$ cat config.mk
export PLATFORM = sky130hd
export DESIGN_NAME = pipe_hazard_ctrl
export DESIGN_NICKNAME = d
export VERILOG_FILES = /design/src/rtl/pipe_hazard_ctrl.sv
export SDC_FILE = /design/constraint.sdc
export NUM_CORES = 1
export LEC_CHECK = 0
export ABC_AREA = 1
export BUFFER_PORTS_ARGS = -buffer_cell sky130_fd_sc_hd__buf_2
export CAP_MARGIN = 20
export CORE_ASPECT_RATIO = 1.4
export CORE_MARGIN = 5
export CORE_UTILIZATION = 37
export DETAILED_ROUTE_END_ITERATION = 10
export PLACE_DENSITY = 0.77
export SLEW_MARGIN = 20
export SYNTH_ARGS = -nofsm -noshare
export SYNTH_HDL_FRONTEND = slang
export SYNTH_SLANG_ARGS = --single-unit
$ cat constraint.sdc
create_clock -name clk -period 1.23 [get_ports clk]
set_clock_uncertainty 0.2 [all_clocks]
set_input_delay 0.123 -clock clk [delete_from_list [all_inputs] [get_ports clk]]
set_output_delay 0.123 -clock clk [all_outputs]
set_load 0.02 [all_outputs]
$ cat src/rtl/pipe_hazard_ctrl.sv
// Hazard controller for the 5-stage pipeline: load-use stalls, branch/jump redirects, MDU sequencing.
// Optional performance counters are compiled in when HAZARD_PERF_EN is defined.
module pipe_hazard_ctrl #(
  parameter int MDU_LATENCY = 32,
  parameter int CNT_W       = 8
) (
  input  logic        clk,
  input  logic        rst,
  input  logic [4:0]  id_rs1,
  input  logic [4:0]  id_rs2,
  input  logic        id_use_rs1,
  input  logic        id_use_rs2,
  input  logic [4:0]  ex_rd,
  input  logic        ex_mem_read,
  input  logic        ex_mdu_start,
  input  logic        branch_taken,
  input  logic        jump,
  output logic        stall_if,
  output logic        stall_id,
  output logic        stall_ex,
  output logic        flush_id,
  output logic        flush_ex,
  output logic        pc_redirect,
  output logic        mdu_busy,
  output logic [31:0] perf_stall_cnt,
  output logic [31:0] perf_flush_cnt
);

  typedef enum logic [0:0] {RUN, MDU_WAIT} state_e;

  state_e             state_q, state_d;
  logic [CNT_W-1:0]   mdu_cnt_q, mdu_cnt_d;
  logic               redirect;
  logic               load_use;

  assign redirect = branch_taken | jump;
  assign load_use = ex_mem_read && (ex_rd != 5'd0) &&
                    ((id_use_rs1 && (id_rs1 == ex_rd)) ||
                     (id_use_rs2 && (id_rs2 == ex_rd)));

  always_comb begin
    state_d     = state_q;
    mdu_cnt_d   = mdu_cnt_q;
    stall_if    = 1'b0;
    stall_id    = 1'b0;
    stall_ex    = 1'b0;
    flush_id    = 1'b0;
    flush_ex    = 1'b0;
    pc_redirect = 1'b0;
    mdu_busy    = 1'b0;
    unique case (state_q)
      RUN: begin
        // Redirect squashes everything younger, so it outranks both MDU start and load-use.
        if (redirect) begin
          pc_redirect = 1'b1;
          flush_id    = 1'b1;
          flush_ex    = 1'b1;
        end else if (ex_mdu_start) begin
          stall_if  = 1'b1;
          stall_id  = 1'b1;
          stall_ex  = 1'b1;
          mdu_busy  = 1'b1;
          mdu_cnt_d = CNT_W'(MDU_LATENCY - 1);
          state_d   = MDU_WAIT;
        end else if (load_use) begin
          stall_if = 1'b1;
          stall_id = 1'b1;
          flush_ex = 1'b1;
        end
      end
      MDU_WAIT: begin
        stall_if  = 1'b1;
        stall_id  = 1'b1;
        stall_ex  = 1'b1;
        flush_ex  = 1'b1;
        mdu_busy  = 1'b1;
        mdu_cnt_d = mdu_cnt_q - CNT_W'(1);
        if (mdu_cnt_q == CNT_W'(1)) begin
          state_d = RUN;
        end
      end
      default: state_d = RUN;
    endcase
    // Flush wins over stall in the same pipeline register.
    stall_id = stall_id & ~flush_id;
    if (rst) begin
      state_d     = RUN;
      mdu_cnt_d   = '0;
      stall_if    = 1'b0;
      stall_id    = 1'b0;
      stall_ex    = 1'b0;
      flush_id    = 1'b0;
      flush_ex    = 1'b0;
      pc_redirect = 1'b0;
      mdu_busy    = 1'b0;
    end
  end

  always_ff @(posedge clk) begin
    if (rst) begin
      state_q   <= RUN;
      mdu_cnt_q <= '0;
    end else begin
      state_q   <= state_d;
      mdu_cnt_q <= mdu_cnt_d;
    end
  end

`ifdef HAZARD_PERF_EN
  logic [31:0] perf_stall_q, perf_stall_d;
  logic [31:0] perf_flush_q, perf_flush_d;

  always_comb begin
    perf_stall_d = perf_stall_q + {31'd0, stall_if};
    perf_flush_d = perf_flush_q + {31'd0, pc_redirect};
  end

  always_ff @(posedge clk) begin
    if (rst) begin
      perf_stall_q <= '0;
      perf_flush_q <= '0;
    end else begin
      perf_stall_q <= perf_stall_d;
      perf_flush_q <= perf_flush_d;
    end
  end

  assign perf_stall_cnt = perf_stall_q;
  assign perf_flush_cnt = perf_flush_q;
`else
  assign perf_stall_cnt = 32'd0;
  assign perf_flush_cnt = 32'd0;
`endif

endmodule
==> results of run 1 <==
## report_power, final
group | switching [mW] | internal [mW] | leakage [nW]
Sequential | 0.0378 | 0.321 | 0.0766
Clock | 0.120 | 0.226 | 0.0228
Combinational | 0.432 | 0.230 | 0.819
Total | 0.589 | 0.777 | 0.918
## per-layer routing
| metal | up-vias | part of all wire | wire [um] | GRT usage |
|---|---|---|---|---|
| li1 | 582 | - | - | - |
| met2 | 67 | 0.56 | 1630 | 0.210 |
| met1 | 534 | 0.31 | 911 | 0.107 |
| met3 | 6 | 0.10 | 305 | 0.0291 |
| met4 | 0 | 0.027 | 80 | 0.0599 |
| met5 | - | 0 | 0 | 0 |
## logic make-up after synthesis
group                      share of synthesized area
buffers and inverters                          0.470
and+or+nand+nor                                0.296
AOI/OAI and AO/OA                             0.0636
DFF                                            0.141
adders and majority gates                     0.0196
xor gates and xnor gates                     0.00685
other                                        0.00293
## cells in the final DEF (no fill, tap or decap), types with 5 or more instances in the layout
cell | synthesis | routed
buf_4 | 66 | 16
buf_6 | 0 | 9
conb_1 | 1 | 64
nand2_1 | 49 | 44
nand2_4 | 2 | 5
nor2_2 | 2 | 7
nor2_1 | 16 | 8
inv_1 | 26 | 22
buf_2 | 0 | 22
## final cells by class
class	instances	area (um2)
tap	40	50.0
inverter	27	111
sequential	9	194
multi-input combinational	164	886
clock buffer	4	45.0
fill	324	1720
timing repair buffer	48	342
## metrics by stage
stage	setup TNS [ns]	std cells	hold slack, ns	util
6_report	-1.52	292	0.0862	0.486
5_1_grt	-2.45	292	0.0884	0.486
4_1_cts	-1.56	290	0.0693	0.452
3_5_place_dp	-1.15	283	0.180	0.410
3_3_place_gp	-0.868	283	0.176	0.410
2_1_floorplan	-0.000407	267	0.133	-
## sequential cells by signal, indices dropped and copies added (netlist names)
name / count
mdu_cnt_q: 8
state_q: 1
## tightest hold or removal path, stage by stage
cell and delay [ns]:
buf_2 0.14, buf_4 0.17, a21oi_2 0.03
## how the worst min path moves through the flow
stage,end,startpoint,slack [ns],depth (start not counted)
finish,mdu_cnt_q[4],rst,0.09,3
floorplan,mdu_cnt_q[1],ex_mdu_start,0.13,3
global route,mdu_cnt_q[2],rst,0.09,3
detailed placement,mdu_cnt_q[0],rst,0.18,2
global placement,mdu_cnt_q[0],rst,0.18,2
CTS,state_q,rst,0.07,3
## repair_timing
| action | 4_1_cts | 5_1_grt |
|---|---|---|
| resized for setup | 22 | 31 |
| setup buffers | 2 | 2 |
| setup endpoints to repair | 10 | 16 |
| hold endpoints to repair | 2 | 0 |
| hold buffers | 1 | 0 |
| pin swaps | 3 | 7 |
==> results by group, run 1 <==
Critical path
  – Critical-path cell list: a21oi_4 -> nor2_4 -> o21bai_4 -> buf_6
  – Crit Reg-Reg Endpoint: mdu_cnt_q[6]
  – CP Launch Type: flop
  – Worst setup path start: state_q
  – Critical path class: flop to output port
  – Worst path buffer plus inverter count: 1
  – Worst reg2reg startpoint: state_q
  – Critical path peak fanout: 4
  – CP Depth: 4
  – Crit-path slowest cell: dfxtp_4
  – CP Capture Type: output port
  – Worst R2R Setup Slack: -0.10 ns
  – Setup crit end: stall_id
  – Max incr delay on CP: 0.36 ns
  – Family with the most delay on the worst path: flip-flops
  – CP Data Required Time: 0.91 ns
  – Critical Path AT: 1.12 ns
  – R2R cell count: 6

STA
  – Setup WS post-layout: -0.210 ns
  – RSZ-0062 raised after global routing: yes
  – Final setup vio count: 13
  – F_max: 0.694 GHz
  – Final critical-path share of the clock period: 1.17
  – Final Slew Violations: 0
  – Minimum clock period: 1.44 ns
  – Final Hold Fails: 0

Die
  – Die Ht: 79.6 um
  – Core Region: 0.00335 mm2
  – Starting Density: 0.382
  – Die area: 0.00475 mm2
  – Site Rows: 25
  – Die X-Extent: 59.7 um
  – Num ports: 94

Synth
  – Primary FF master, synth: dfxtp_1
  – Post-synth cell types: 24
  – Synthesized area: 0.00128 mm2
  – Synth Area per Inst: 6.27 um2
  – Async set-reset flop share out of synthesis: 0
  – Cell with the most instances after synthesis: buf_4
  – EDFF count, synth: 0
  – Yosys top cell by area: buf_4
  – Yosys top cell area share: 0.387
  – Commonest cells in the netlist: 66 x buf_4, 49 x nand2_1, 26 x inv_1, 16 x nor2_1, 9 x dfxtp_1
  – Synth top area cells: buf_4 39%, nand2_1 14%, dfxtp_1 14%
  – Yosys warnings: 0
  – Post-Syn Instances: 204
  – Seq/Total Area, Yosys: 0.141
  – Flop and latch count out of synthesis: 9

Global route
  – Initial antenna violation count: 0
  – Total grt overflow: 0
  – GRT Total Usage: 0.113
  – Largest net degree at the start of global routing: 6
  – Vias in the first global route: 1131
  – First-pass GRT wire length: 4240 um

Clocking
  – Total CTS buffers: 3
  – CTS tree: done
  – CTS Root Cell: clkbuf_8
  – Clk pin slew, worst setup/hold paths: 0.05 ns
  – Clock Latency Late Sink: 0.23 ns
  – Sink Count: 9
  – H-tree depth: 1
  – Clock buffer depth: 2

Outcome
  – Run status: finished, violations left
  – Failing checks: negative setup slack

Route
  – Post-DR vias/cell: 4.07
  – Total wire length: 2930 um
  – Via count: 1189
  – DRC viols: 0
  – DR pass1 iterations: 4
  – WL per Instance: 10.0 um
  – Initial DRC count: 16
  – Antenna-violating nets left: 0

Placed design
  – Detailed Place HPWL: 2300 um
  – GPL Wtd Cong: 0.826
  – Placed Area: 0.00137 mm2
  – PortBufs: 29
  – Pre-CTS WS: -0.172 ns

Run
  – Max cap viols: 0

Power and ir drop
  – Leakage: 0.918 nW
  – Power Density: 840 mW/mm2
  – Maximum vdd drop: 0.000388 V
  – Post-route total power: 1.37 mW

Cells and area
  – Design area: 0.00163 mm2
  – Share of cells above drive strength 1: 0.369
  – Area Growth Syn to Fin: 27.3%
  – Antenna fix cells: 0
  – Final nets: 278

Hold path
  – Hold Path Class: primary input to flop
Power figures use the tool's default switching activity.
==> inputs of run 2 (changes only) <==
- CORE_MARGIN: 5 -> 1.5
- clock period: 1.23 -> 1.3 ns (I/O delays scaled with it)
==> results by group, run 2 (same netlist as run 1, synthesis figures left out) <==
Critical path
  – CP Data Required Time: 0.97 ns
  – Critical path class: flop to output port
  – CP Capture Type: output port
  – R2R cell count: 8
  – Critical-path cell list: a21oi_4 -> nor2_4 -> o21bai_1 -> buf_4
  – Worst reg2reg startpoint: state_q
  – CP Launch Type: flop
  – Max incr delay on CP: 0.37 ns
  – Setup crit end: stall_id
  – Crit-path slowest cell: dfxtp_4
  – Critical path peak fanout: 5
  – Crit Reg-Reg Endpoint: mdu_cnt_q[3]
  – Critical Path AT: 1.15 ns
  – Worst R2R Setup Slack: -0.02 ns
  – Worst setup path start: state_q

Die
  – Die X-Extent: 52.7 um
  – Die area: 0.00382 mm2
  – Core Region: 0.00335 mm2
  – Starting Density: 0.382
  – Num ports: 94
  – Die Ht: 72.6 um
  – Site Rows: 25

Cells and area
  – Antenna fix cells: 0
  – Design area: 0.00162 mm2
  – Commonest non-fill, non-tap cells in the layout: 64 x conb_1, 42 x nand2_1, 20 x inv_1, 19 x buf_4, 16 x buf_2
  – Largest registers: mdu_cnt_q: 8 flops, state_q: 1 flops
  – Area Growth Syn to Fin: 26.6%
  – Max FFs per register: 8
  – Layout Utilization: 0.484
  – Most common cell after layout, fill and taps aside: conb_1
  – Share of cells above drive strength 1: 0.373
  – Final nets: 278
  – Non-filler cells, final: 292
  – Most flops, register: mdu_cnt_q

Placed design
  – Placed Area: 0.00135 mm2
  – # placed instances: 284
  – Detailed Place HPWL: 2000 um
  – GPL Wtd Cong: 0.870
  – PortBufs: 29
  – Pre-CTS WS: -0.145 ns

STA
  – Final Slew Violations: 0
  – Final critical-path share of the clock period: 1.14
  – Final Hold Slack: 0.0935 ns
  – Setup tns final: -0.895 ns
  – F_max: 0.677 GHz
  – Final Hold Fails: 0
  – Final setup vio count: 8
  – Minimum clock period: 1.48 ns
  – Setup WS post-layout: -0.178 ns
  – RSZ-0062 raised after global routing: yes

Outcome
  – Failing checks: negative setup slack
  – Run status: finished, violations left

Route
  – DRC viols: 0
  – Initial DRC count: 22
  – Via count: 1150
  – DR pass1 iterations: 4
  – Antenna-violating nets left: 0
  – Total wire length: 2600 um
  – Post-DR vias/cell: 3.94
  – WL per Instance: 8.92 um

Clocking
  – Sink Count: 9
  – Total CTS buffers: 3
  – CTS Root Cell: clkbuf_8
  – Clock buffer depth: 2
  – CTS tree: done
  – Clock Latency Late Sink: 0.24 ns
  – H-tree depth: 1
  – Clk pin slew, worst setup/hold paths: 0.05 ns

Power and ir drop
  – Power Density: 794 mW/mm2
  – Maximum vdd drop: 0.000599 V
  – Post-route total power: 1.29 mW
  – Leakage: 0.910 nW

Hold path
  – Hold Path Class: primary input to flop

Global route
  – Gr busiest metal: met2
  – Met1 Use GR: 0.131
  – First-pass GRT wire length: 3790 um
  – GRT met3 Usage: 0.0123
  – GRT Total Usage: 0.128
  – Largest net degree at the start of global routing: 6
  – Grt met2 use: 0.261
  – Initial antenna violation count: 0
  – Total grt overflow: 0
  – Vias in the first global route: 936

Run
  – Max cap viols: 0
run 2: cell count changes in the layout (fill, tap and decap cells not counted), moves of 3 or more:
cell	previous run	this run
inv_2	1	4
buf_4	16	19
a21oi_2	1	4
buf_2	22	16
buf_6	9	12
nand2_2	4	7
run 2: worst min path at each step:
stage | end | slack, ns | startpoint | cells past startpoint
final | mdu_cnt_q[4] | 0.09 | rst | 3
after global routing | mdu_cnt_q[4] | 0.1 | rst | 3
after CTS | mdu_cnt_q[3] | 0.1 | rst | 3
after detailed placement | mdu_cnt_q[1] | 0.19 | rst | 2
after global placement | mdu_cnt_q[0] | 0.19 | rst | 2
after floorplan | mdu_cnt_q[1] | 0.15 | ex_mdu_start | 3
run 2: report_power, final:
group	internal [mW]	leakage, nW	switching (mW)
combinational	0.219	0.811	0.398
clock	0.214	0.0228	0.119
sequential	0.302	0.0759	0.0330
total	0.736	0.910	0.550
run 2: worst max-delay path, delay by kind of cell, from the launching register on:
kind                   cells  cell delay (ns)
DFF                        1             0.37
AOI/OAI and AO/OA          2             0.31
buffers and inverters      1             0.16
and+or+nand+nor            1             0.07
run 2: layout make-up:
class | count | area [um2]
inverter | 27 | 109
tap | 40 | 50.0
clock buffer | 4 | 45.0
timing repair buffer | 48 | 368
fill | 343 | 1730
sequential | 9 | 191
multi-input combinational | 164 | 856
run 2: what timing repair did:
action	CTS	global route
hold buffers	1	0
resized for setup	33	30
hold endpoints to repair	3	0
pin swaps	14	27
buffers inserted	2	3
endpoints found under the setup margin	10	15
run 2: per-layer routing:
metal	part of all wire	vias up
li1	-	582
met1	0.35	513
met4	0.0073	0
met3	0.061	2
met5	0	-
met2	0.58	53
